==> src/rtl/alu_mem_pkg.sv <==
// Shared encodings for the execute/memory stage: alu_op codes, opcodes, ALU selects.
// Latency: n/a (definitions only). Backpressure: n/a.
// Imported by alu_mem_stage and alu_mem_dmem.
package alu_mem_pkg;

    localparam int DATA_W = 16;
    localparam int DEPTH  = 8;
    localparam int ADDR_W = 3;

    localparam logic [1:0] ALUOP_R    = 2'b00;
    localparam logic [1:0] ALUOP_BR   = 2'b01;
    localparam logic [1:0] ALUOP_LDST = 2'b10;

    localparam logic [3:0] OP_ADD = 4'b0010;
    localparam logic [3:0] OP_SUB = 4'b0011;
    localparam logic [3:0] OP_INV = 4'b0100;
    localparam logic [3:0] OP_SHL = 4'b0101;
    localparam logic [3:0] OP_SHR = 4'b0110;
    localparam logic [3:0] OP_AND = 4'b0111;
    localparam logic [3:0] OP_OR  = 4'b1000;
    localparam logic [3:0] OP_SLT = 4'b1001;

    typedef enum logic [2:0] {
        ALU_ADD = 3'b000,
        ALU_SUB = 3'b001,
        ALU_INV = 3'b010,
        ALU_SHL = 3'b011,
        ALU_SHR = 3'b100,
        ALU_AND = 3'b101,
        ALU_OR  = 3'b110,
        ALU_SLT = 3'b111
    } alu_sel_e;

endpackage

==> src/rtl/alu_mem_dmem.sv <==
// Data RAM: synchronous write, synchronous clear on rst, combinational gated read.
// Latency: read 0 cycles, write visible after the next posedge. Backpressure: none.
// Reset clears every word and drops the write presented in the same cycle.
module alu_mem_dmem
    import alu_mem_pkg::*;
#(
    parameter int DW    = DATA_W,
    parameter int AW    = ADDR_W,
    parameter int WORDS = DEPTH
) (
    input  logic          clk,
    input  logic          rst,
    input  logic [AW-1:0] addr,
    input  logic          wr_en,
    input  logic [DW-1:0] wr_dat,
    input  logic          rd_en,
    output logic [DW-1:0] rd_dat
);

    logic [DW-1:0] mem_q [WORDS];
    logic [DW-1:0] mem_d [WORDS];

    always_comb begin
        mem_d = mem_q;
        if (wr_en) begin
            mem_d[addr] = wr_dat;
        end
    end

    always_ff @(posedge clk) begin
        if (rst) begin
            mem_q <= '{default: '0};
        end else begin
            mem_q <= mem_d;
        end
    end

    assign rd_dat = rd_en ? mem_q[addr] : '0;

endmodule

==> src/rtl/alu_mem_stage.sv <==
// Execute/memory stage: ALU-select decode, 16-bit ALU with zero flag, data RAM addressed by the result.
// Latency: decode/ALU/read 0 cycles, write 1 cycle. Backpressure: none (single-cycle datapath).
// Optional ALU_FLAGS_EN adds neg_flag and carry_flag outputs.
module alu_mem_stage
    import alu_mem_pkg::*;
(
    input  logic              clk,
    input  logic              rst,
    input  logic [1:0]        alu_op,
    input  logic [3:0]        opcode,
    input  logic [DATA_W-1:0] a,
    input  logic [DATA_W-1:0] b,
    input  logic              mem_read,
    input  logic              mem_write,
    input  logic [DATA_W-1:0] write_data,
    output logic [2:0]        alu_cnt,
    output logic [DATA_W-1:0] alu_result,
    output logic              zero_flag,
    output logic [DATA_W-1:0] mem_read_data
`ifdef ALU_FLAGS_EN
   ,output logic              neg_flag
   ,output logic              carry_flag
`endif
);

    localparam int                SHAMT_W   = $clog2(DATA_W);
    localparam logic [DATA_W-1:0] SHIFT_LIM = DATA_W'(DATA_W);

    alu_sel_e alu_sel;

    always_comb begin
        alu_sel = ALU_ADD;
        case (alu_op)
            ALUOP_LDST: alu_sel = ALU_ADD;
            ALUOP_BR:   alu_sel = ALU_SUB;
            default: begin
                // ALUOP_R and the unused 2'b11 both take the function from the opcode
                case (opcode)
                    OP_ADD:  alu_sel = ALU_ADD;
                    OP_SUB:  alu_sel = ALU_SUB;
                    OP_INV:  alu_sel = ALU_INV;
                    OP_SHL:  alu_sel = ALU_SHL;
                    OP_SHR:  alu_sel = ALU_SHR;
                    OP_AND:  alu_sel = ALU_AND;
                    OP_OR:   alu_sel = ALU_OR;
                    OP_SLT:  alu_sel = ALU_SLT;
                    default: alu_sel = ALU_ADD;
                endcase
            end
        endcase
    end

    assign alu_cnt = alu_sel;

    always_comb begin
        alu_result = '0;
        case (alu_sel)
            ALU_ADD: alu_result = a + b;
            ALU_SUB: alu_result = a - b;
            ALU_INV: alu_result = ~a;
            ALU_SHL: alu_result = (b >= SHIFT_LIM) ? '0 : (a << b[SHAMT_W-1:0]);
            ALU_SHR: alu_result = (b >= SHIFT_LIM) ? '0 : (a >> b[SHAMT_W-1:0]);
            ALU_AND: alu_result = a & b;
            ALU_OR:  alu_result = a | b;
            ALU_SLT: alu_result = {{(DATA_W-1){1'b0}}, (a < b)};
            default: alu_result = '0;
        endcase
    end

    assign zero_flag = (alu_result == '0);

`ifdef ALU_FLAGS_EN
    // Unsigned wrap detection: a sum smaller than an addend carried out; a < b borrows.
    always_comb begin
        carry_flag = 1'b0;
        case (alu_sel)
            ALU_ADD: carry_flag = (alu_result < a);
            ALU_SUB: carry_flag = (a < b);
            default: carry_flag = 1'b0;
        endcase
    end

    assign neg_flag = alu_result[DATA_W-1];
`endif

    alu_mem_dmem #(
        .DW    (DATA_W),
        .AW    (ADDR_W),
        .WORDS (DEPTH)
    ) u_dmem (
        .clk    (clk),
        .rst    (rst),
        .addr   (alu_result[ADDR_W-1:0]),
        .wr_en  (mem_write),
        .wr_dat (write_data),
        .rd_en  (mem_read),
        .rd_dat (mem_read_data)
    );

endmodule

==> config.mk <==
export PLATFORM = sky130hd
export DESIGN_NAME = alu_mem_stage
export DESIGN_NICKNAME = d
export VERILOG_FILES = /design/src/rtl/alu_mem_pkg.sv /design/src/rtl/alu_mem_dmem.sv /design/src/rtl/alu_mem_stage.sv
export SDC_FILE = /design/constraint.sdc
export NUM_CORES = 1
export LEC_CHECK = 0
export CAP_MARGIN = 5
export CORE_MARGIN = 5
export CORE_UTILIZATION = 49
export DETAILED_ROUTE_END_ITERATION = 10
export PLACE_DENSITY = 0.7
export SYNTH_ARGS = -nofsm -noshare
export SYNTH_HDL_FRONTEND = slang
export SYNTH_SLANG_ARGS = --single-unit
==> constraint.sdc <==
create_clock -name clk -period 5.3 [get_ports clk]
set_input_delay 0.795 -clock clk [delete_from_list [all_inputs] [get_ports clk]]
set_output_delay 0.795 -clock clk [all_outputs]
set_load 0.1 [all_outputs]
==> results of run 1 <==
-- final cells by class --
cell class / count / area [sq um]
repair buffers: 186 / 2052
clock inverters: 13 / 125.1
well taps: 275 / 344.1
inverters: 52 / 212.7
multi-input cells: 882 / 7330
flip-flops and latches: 128 / 2562
clock buffers: 19 / 452.9
fillers: 1752 / 7810
-- synth_stat cells, types with 9 or more instances --
library cell    n  area, sq um
mux2i_1       242         2422
nor2_1        170        638.1
dfxtp_1       128         2562
clkbuf_1       66        247.7
ha_1           50        625.6
inv_1          48        180.2
nand2_1        45        168.9
a21oi_1        30        150.1
o21ai_0        24        120.1
mux4_2         20        450.4
buf_2          19        95.09
nand3_1        18        90.09
a22o_1         16        140.1
nor3_1         15        75.07
a211oi_1       14        105.1
nor4_1         14        87.58
buf_6          13        146.4
o211ai_1       12        90.09
nand2b_1       10        62.56
o221ai_1       10        87.58
buf_4           9        67.56
-- metrics by stage --
stage          setup slack [ns]  cell area [sq um]
2_1_floorplan         0.0009055              10740
3_3_place_gp            0.07482              12430
3_5_place_dp          -0.002768              12430
4_1_cts                 0.03036              13010
5_1_grt                 0.01887              13080
6_report                 0.1185              13080
-- worst paths after layout --
path / from / end / cells past startpoint
hold reg to reg: u_dmem.mem_q[17]$_SDFFE_PP0P_ / u_dmem.mem_q[17]$_SDFFE_PP0P_ / 2
setup / recovery: b[4] / zero_flag / 12
setup reg to reg: u_dmem.mem_q[70]$_SDFFE_PP0P_ / u_dmem.mem_q[70]$_SDFFE_PP0P_ / 2
hold / removal: u_dmem.mem_q[17]$_SDFFE_PP0P_ / u_dmem.mem_q[17]$_SDFFE_PP0P_ / 2
-- power groups by stage --
stage / clock network, mW / registers (mW) / logic [mW]
after global routing: 1.19 / 1.03 / 1.56
after detailed placement: 0 / 1.05 / 1.47
after global placement: 0 / 1.05 / 1.46
after CTS: 1.15 / 1.03 / 1.47
after floorplan: 0 / 1.04 / 0.995
final: 1.13 / 1.03 / 1.50
-- metal layers --
layer	global-route usage [%]	vias to the layer above	share of wire [%]
li1	-	4463	-
met1	37.58	4729	43
met2	45.85	460	47
met3	3.950	68	7.6
met4	9.629	0	2.7
met5	0	-	0
-- worst max-delay path: stages --
cell and delay [ns]:
clkdlybuf4s50_1 0.56, inv_1 0.12, ha_4 0.40, or3b_2 0.47
a311oi_2 0.31, a211oi_1 0.14, nor4_2 0.44, nor2_1 0.10
a221oi_2 0.38, o21ai_4 0.12, nor4_4 0.33, buf_12 0.21
-- cells by family after synthesis --
group / after synthesis
buffers and inverters: 164
xor gates and xnor gates: 5
adders and majority gates: 52
and+or+nand+nor: 342
AOI/OAI and AO/OA: 213
DFF: 128
muxes: 270
-- timing repair --
item / CTS / global route
endpoints found under the setup margin: 1 / 15
resized for setup: 1 / 13
pin swaps: 0 / 6
buffers inserted: 0 / 1
hold buffers: 0 / 0
==> out/qor.csv, run 1 <==
metric,value,unit
status,finished clean,
final WL,34.46,mm
Worst-path clk slew,0.06,ns
largest net degree at the start of global routing,77,
Setup Skew,0,ns
Nets,1377,
DIE AREA,24080,sq um
Final Hold Vio Count,0,
Buffers on Ports,93,
drt wl/cell,22.16,um
setup tns final,0,ns
vias in the first global route,9529,
largest family of logic cells by synthesized area,multiplexers,
Yosys warnings,0,
1st-iter DRT viols,696,
Reg with most FFs,u_dmem.mem_q,
register bit total from synthesis,128,
drt first pass iters,5,
worst path required time,4.51,ns
max reg flops,128,
CTS sink count,128,
P per Cell Area,279.8,nW/um^2
Final Max Slew Viols,0,
gr usage total,27.85,%
post-synthesis compound-gate area fraction,15.67,%
via/cell ratio,6.251,
Placed Cells,1522,
first-pass GRT wire length,53.12,mm
vias,9720,
worst-path maximum fanout,12,
"EDFF count, synth",0,
Final Util,62.61,%
layout cell share with drive strength beyond 1,20.94,%
area delta synth->final,26.66,%
post-synthesis simple-gate area fraction,16.38,%
Top Registers,u_dmem.mem_q (128),
ys flop type,dfxtp_1,
R2R setup slack,4.59,ns
Sw Share,37.58,%
total power,3.660,mW
syn nets,1284,
Comb pwr share,40.9,%
initial antenna violation count,0,
worst relative slew slack,44.37,%
diodes inserted,0,
Final Cycle Share,97.76,%
Detailed Place HPWL,25.17,mm
arrival time at the worst endpoint,4.39,ns
post-synthesis mux area share,28.69,%
GRT Residual Overflow,0,
Finished Layout Cells,1555,
Starting Density,49.43,%
Setup CP Type,in -> out,
Slew @ Worst Pin,0.8281,ns
XOR/XNOR share of the synthesized area,0.4241,%
Max Clk Rate,193.0,MHz
area of the mapped netlist,10330,sq um
Setup-failing EPs final,0,
I/O Pins,94,
Min-Delay Path Class,reg -> reg,
syn avg cell area,8.796,sq um
DRC viols,0,
H-tree Lvls,4,
fin crit period,5.181,ns
sequential area share after synthesis,24.82,%
max-cap violations,0,
CTS max path bufs,2,
die width,155.2,um
Leak,5.864,nW
worst hold slack,0.4921,ns
Int Pwr,2.284,mW
Root Driver,clkbuf_16,
CP endpoint kind,primary output,
"FFs w/ async S/R, synth",0,%
ANT nets after route,0,
Post-Synthesis Cells,1174,
TritonCTS clock tree,yes,
gpl congestion,1.030,
"commonest cells after routing, fill and taps aside","mux2i_1, nor2_1, dfxtp_1",
insertion delay to the later sink of the worst-skew pair,0.42,ns
Die H,155.2,um
CP Launch Type,primary input,
clock power share,31.0,%
row count,53,
Synth Area in Adders,6.446,%
core area,20890,sq um
sw power,1.376,mW
"most common cell after layout, fill and taps aside",mux2i_1,
synth unique cells,85,
Seq pwr share,28.1,%
TritonCTS Buffers,17,
maximum VDD drop,0.3387,mV
RSZ-0062 raised after global routing,false,
No activity file was read; power rests on OpenSTA's default activity.
==> run 2, diff against run 1 <==
Settings changed: CTS_BUF_LIST set to sky130_fd_sc_hd__clkbuf_16.
==> out/qor.csv, run 2 (synthesized netlist as in run 1, its figures left out) <==
metric,value,unit,change
status,finished clean,,
Setup CP Type,in -> out,,
TritonCTS Buffers,17,,unchanged
max-cap violations,0,,unchanged
I/O Pins,94,,unchanged
worst-path maximum fanout,9,,-3
ANT nets after route,0,,unchanged
area delta synth->final,26.46,%,
storage element area,2562,sq um,unchanged
final worst slack,0.1088,ns,-0.009738 ns
P per Cell Area,278.0,nW/um^2,-0.66%
core area,20890,sq um,unchanged
"commonest cells after routing, fill and taps aside","mux2i_1, nor2_1, dfxtp_1",,
Buffers on Ports,93,,unchanged
H-tree Lvls,4,,unchanged
Leak,5.852,nW,-0.19%
first-pass GRT wire length,53.01,mm,-0.21%
DRC viols,0,,unchanged
Nets,1377,,unchanged
placed inst area,12430,sq um,unchanged
insertion delay to the later sink of the worst-skew pair,0.42,ns,about the same
row count,53,,unchanged
fillers,1749,,-0.17%
1st-iter DRT viols,685,,-1.6%
largest net degree at the start of global routing,77,,unchanged
Setup Skew,0,ns,unchanged
CP endpoint kind,primary output,,
dpl ws,-0.002768,ns,unchanged
Final Max Slew Viols,0,,unchanged
fin crit period,5.191,ns,+0.009738 ns
Setup-failing EPs final,0,,unchanged
drt wl/cell,22.05,um,-0.49%
CTS Hold Bufs,0,,unchanged
die width,155.2,um,unchanged
hold path depth,2,,unchanged
gr usage total,27.79,%,-0.063 points
diodes inserted,0,,unchanged
Reg with most FFs,u_dmem.mem_q,,
RSZ-0062 raised after global routing,false,,
Die H,155.2,um,unchanged
Top Registers,u_dmem.mem_q (128),,
initial antenna violation count,0,,unchanged
CTS sink count,128,,unchanged
slowest cell on the critical path,clkdlybuf4s50_1,,
layout cell share with drive strength beyond 1,20.78,%,-0.16 points
TritonCTS clock tree,yes,,
Root Driver,clkbuf_16,,
via/cell ratio,6.193,,-0.93%
CP Launch Type,primary input,,
crit-path cells,"clkdlybuf4s50_1, inv_1, ha_1, nor3_1, o2111ai_2, a311oi_2, o221ai_2, o21bai_2, or4_4, nor4_4, buf_12",,
vias in the first global route,9474,,-0.58%
final WL,34.29,mm,-0.49%
vias,9630,,-0.93%
CP peak stage delay,0.76,ns,+0.20 ns
gpl congestion,1.030,,unchanged
Worst-path clk slew,0.06,ns,about the same
Detailed Place HPWL,25.17,mm,unchanged
CTS max path bufs,2,,unchanged
max reg flops,128,,unchanged
"most common cell after layout, fill and taps aside",mux2i_1,,
total power,3.630,mW,-0.82%
setup tns final,0,ns,unchanged
Final Hold Vio Count,0,,unchanged
worst path required time,4.51,ns,about the same
reg2reg path depth,2,,unchanged
GRT Residual Overflow,0,,unchanged
Final Cycle Share,97.95,%,+0.18 points
area of the multi-input gates,7330,sq um,unchanged
design area,13060,sq um,-0.15%
drt first pass iters,5,,unchanged
Min-Delay Path Class,reg -> reg,,
maximum VDD drop,0.3400,mV,+0.38%
Max Clk Rate,192.6,MHz,-0.19%
arrival time at the worst endpoint,4.40,ns,about the same
Starting Density,49.43,%,unchanged
worst relative slew slack,44.37,%,about the same
Slew @ Worst Pin,0.8281,ns,+0.00004107 ns
DIE AREA,24080,sq um,unchanged
==> run 2: repair_timing <==
action,in CTS,in global routing
resized for setup,1,13
pin swaps,0,6
buffers inserted,0,1
endpoints found under the setup margin,1,14
==> run 2: worst paths after layout <==
| path | from | endpoint | slack [ns] |
|---|---|---|---|
| hold / removal | u_dmem.mem_q[17]$_SDFFE_PP0P_ | u_dmem.mem_q[17]$_SDFFE_PP0P_ | 0.49 |
| hold reg to reg | u_dmem.mem_q[17]$_SDFFE_PP0P_ | u_dmem.mem_q[17]$_SDFFE_PP0P_ | 0.49 |
| setup / recovery | a[8] | zero_flag | 0.11 |
| setup reg to reg | u_dmem.mem_q[70]$_SDFFE_PP0P_ | u_dmem.mem_q[70]$_SDFFE_PP0P_ | 4.58 |
==> run 2: final cells by class <==
class	instances	area share (%)
Clock buffer	17	3.258
Clock inverter	15	1.016
Inverter	52	1.629
Multi-Input combinational cell	882	56.13
Sequential cell	128	19.62
Tap cell	275	2.635
Timing Repair Buffer	186	15.71
==> run 2: where the power goes <==
group	total, mW	internal (mW)	leakage [nW]	switching [mW]
Clock	1.11	0.650	0.271	0.456
Sequential	1.03	1.01	1.04	0.0227
Combinational	1.50	0.600	4.55	0.896
Total	3.63	2.26	5.85	1.37
==> run 2: per-layer routing <==
layer	wire, um	vias to the layer above	GRT usage [%]
li1	-	4461	-
met1	14670	4633	37.58
met2	16030	456	45.93
met3	2643	80	3.811
met4	948	0	9.212
met5	0	-	0
==> run 2: critical path: cells and delay by family <==
kind                       cells  cell delay [ns]
and+or+nand+nor                3             1.16
adders and majority gates      1             0.33
buffers and inverters          3             1.06
AOI/OAI and AO/OA              4             1.04
==> run 2: stage by stage <==
step	util [%]	instances	hold slack, ns
6_report	62.52	1555	0.4911
5_1_grt	62.52	1555	0.5160
4_1_cts	62.19	1554	0.4946
3_5_place_dp	59.48	1522	0.4775
3_3_place_gp	59.48	1522	0.4718
2_1_floorplan	-	1174	0.4596
==> variant (config.mk and constraints of run 2) <==
The option `ALU_FLAGS_EN` is turned on by a define.
--- a/src/rtl/alu_mem_stage.sv
+++ b/src/rtl/alu_mem_stage.sv
@@ -1,6 +1,8 @@
 // Execute/memory stage: ALU-select decode, 16-bit ALU with zero flag, data RAM addressed by the result.
 // Latency: decode/ALU/read 0 cycles, write 1 cycle. Backpressure: none (single-cycle datapath).
 // Optional ALU_FLAGS_EN adds neg_flag and carry_flag outputs.
+`define ALU_FLAGS_EN
+
 module alu_mem_stage
     import alu_mem_pkg::*;
 (
Behaviour (old outputs only; new: carry_flag and neg_flag): no difference found for any inputs over 4 cycles, from zero or initial values and one cycle with rst high; that may be too few to reach the edited logic, so the function may still have changed.
==> variant against run 2 <==
  * The flow now finishes with violations (setup timing)
  * Total power is 20% higher
  * Sequential cell count did not move
  * Area after synthesis fell by 1.2%
  * Critical path type unchanged
  * Sequential power barely moved
  * Largest cell class unchanged
  * Worst setup slack worse by 0.12 ns
  * Wire length grew 11%
  * Critical endpoint is now carry_flag
  * Non-clock buffer count is 217 higher
  * Global-route usage increased by 2.9 points
  * Design area rose by 18%
  * Highest routed layer unchanged
  * Largest power group unchanged
  * Sequential share of layout area decreased by 2.9 points
==> variant: results (changes against run 2) <==
- Filler cells: 1442 (-18%)
- Port Buf Inserts: 95 (+2.2%)
- Via density per instance: 6.03 (-2.6%)
- M1 wire length: 14600 um (-0.61%)
- Synth Area in Compound Gates: 0.164 (+0.00773)
- Metal3 WL: 2800 um (+6.0%)
- Setup WS post-layout: -0.0154 ns (-0.124 ns)
- GR Layer Usage met3: 0.0461 (+0.00799)
- Post-DP HPWL: 27200 um (+7.9%)
- Largest net degree at the start of global routing: 68 (-12%)
- Register area share after synthesis: 0.251 (+0.00311)
- Yosys warns: 0 (unchanged)
- Worst slew pin tran: 0.966 ns (+0.138 ns)
- Adder-cell share of the synthesized area: 0.0837 (+0.0192)
- Vias in the first global route: 10900 (+15%)
- Global-route wire length before repair: 58700 um (+11%)
- Post-synthesis mux area share: 0.252 (-0.0353)
- Met2 Wirelength: 18700 um (+17%)
- M1 GR Usage: 0.371 (-0.00519)
- Run status: complete, but fails checks
- Register-to-Register Setup Slack: 4.53 ns (-0.05 ns)
- Pleak: 7.44 nW (+27%)
- Total Routed Length: 38100 um (+11%)
- Placer congestion estimate: 0.995 (-3.4%)
- Failing checks: setup timing
- Share of cells above drive strength 1: 0.368 (+0.160)
- Distinct cells, synth: 83 (-2.4%)
- Critical-path maximum fanout: 7 (-2)
- Critical R2R Capture: u_dmem.mem_q[81]
- First-pass DRT Iterations: 8 (+3)
- Post-synth top cells: 199 x mux2i_1, 178 x nor2_1, 128 x dfxtp_1, 88 x nand2_1, 65 x ha_1
- CP startpoint: a[14]
- Iter 0 DRT Violations: 956 (+40%)
- Antenna cells: 0 (unchanged)
- R2R Path Start: u_dmem.mem_q[81]
- Synth area leaders: dfxtp_1 25%, mux2i_1 20%, ha_1 8.0%, nor2_1 6.6%, nand2_1 3.2%
- # setup viols final: 1 (+1)
- End of the critical path: carry_flag
- Pre-CTS setup slack: -0.820 ns (-0.817 ns)
- VDD IR max: 0.364 mV (+7.1%)
- Synth Area in XOR/XNOR: 0.00773 (+0.00349)
- Post-CTS sizing: 172 (+171)
- Postcts setup bufs: 28 (+28)
- GRT Util Overall: 0.307 (+0.0290)
- Post-synthesis net count: 1348 (+5.0%)
- # nets final: 1671 (+21%)
## variant: report_power, final
part	internal, mW	leakage [nW]	switching [mW]
clock	0.975	0.335	0.424
sequential	1.01	1.04	0.0233
combinational	0.837	6.07	1.10
## variant: per-stage QoR
stage          power, mW  std cells  hold slack, ns  instance area, um2  setup TNS (ns)
6_report            4.37       1829           0.491               15400         -0.0154
5_1_grt             4.51       1829           0.517               15400          -0.161
4_1_cts             4.31       1825           0.496               15100         -0.0484
3_5_place_dp        2.78       1764           0.483               13600           -3.52
3_3_place_gp        2.77       1764           0.469               13600           -3.82
2_1_floorplan       2.06       1223           0.458               10300           -2.64
## variant: how the worst min path moves through the flow
stage	from	depth (start not counted)	to
6_report	u_dmem.mem_q[38]	2	u_dmem.mem_q[38]
2_1_floorplan	u_dmem.mem_q[37]	2	u_dmem.mem_q[37]
5_1_grt	u_dmem.mem_q[41]	2	u_dmem.mem_q[41]
3_3_place_gp	u_dmem.mem_q[39]	2	u_dmem.mem_q[39]
3_5_place_dp	u_dmem.mem_q[117]	2	u_dmem.mem_q[117]
4_1_cts	u_dmem.mem_q[38]	2	u_dmem.mem_q[38]
## variant: critical path, stage by stage
cell             delay (ns)
clkdlybuf4s50_1        0.66
buf_4                  0.19
inv_1                  0.09
ha_1                   0.33
nor2_1                 0.19
a221oi_1               0.11
buf_4                  0.18
and4_1                 0.23
a211oi_2               0.44
inv_1                  0.13
or4_1                  0.57
a41oi_2                0.28
a31o_4                 0.15
buf_12                 0.17
## variant: cell type report
class	instances	area, um2	share of cell area
Multi-Input combinational cell	940	7780	0.507
Timing Repair Buffer	403	3750	0.244
Sequential cell	128	2560	0.167
Clock buffer	17	425	0.0277
Tap cell	270	338	0.0220
Clock inverter	15	288	0.0187
Inverter	56	215	0.0140
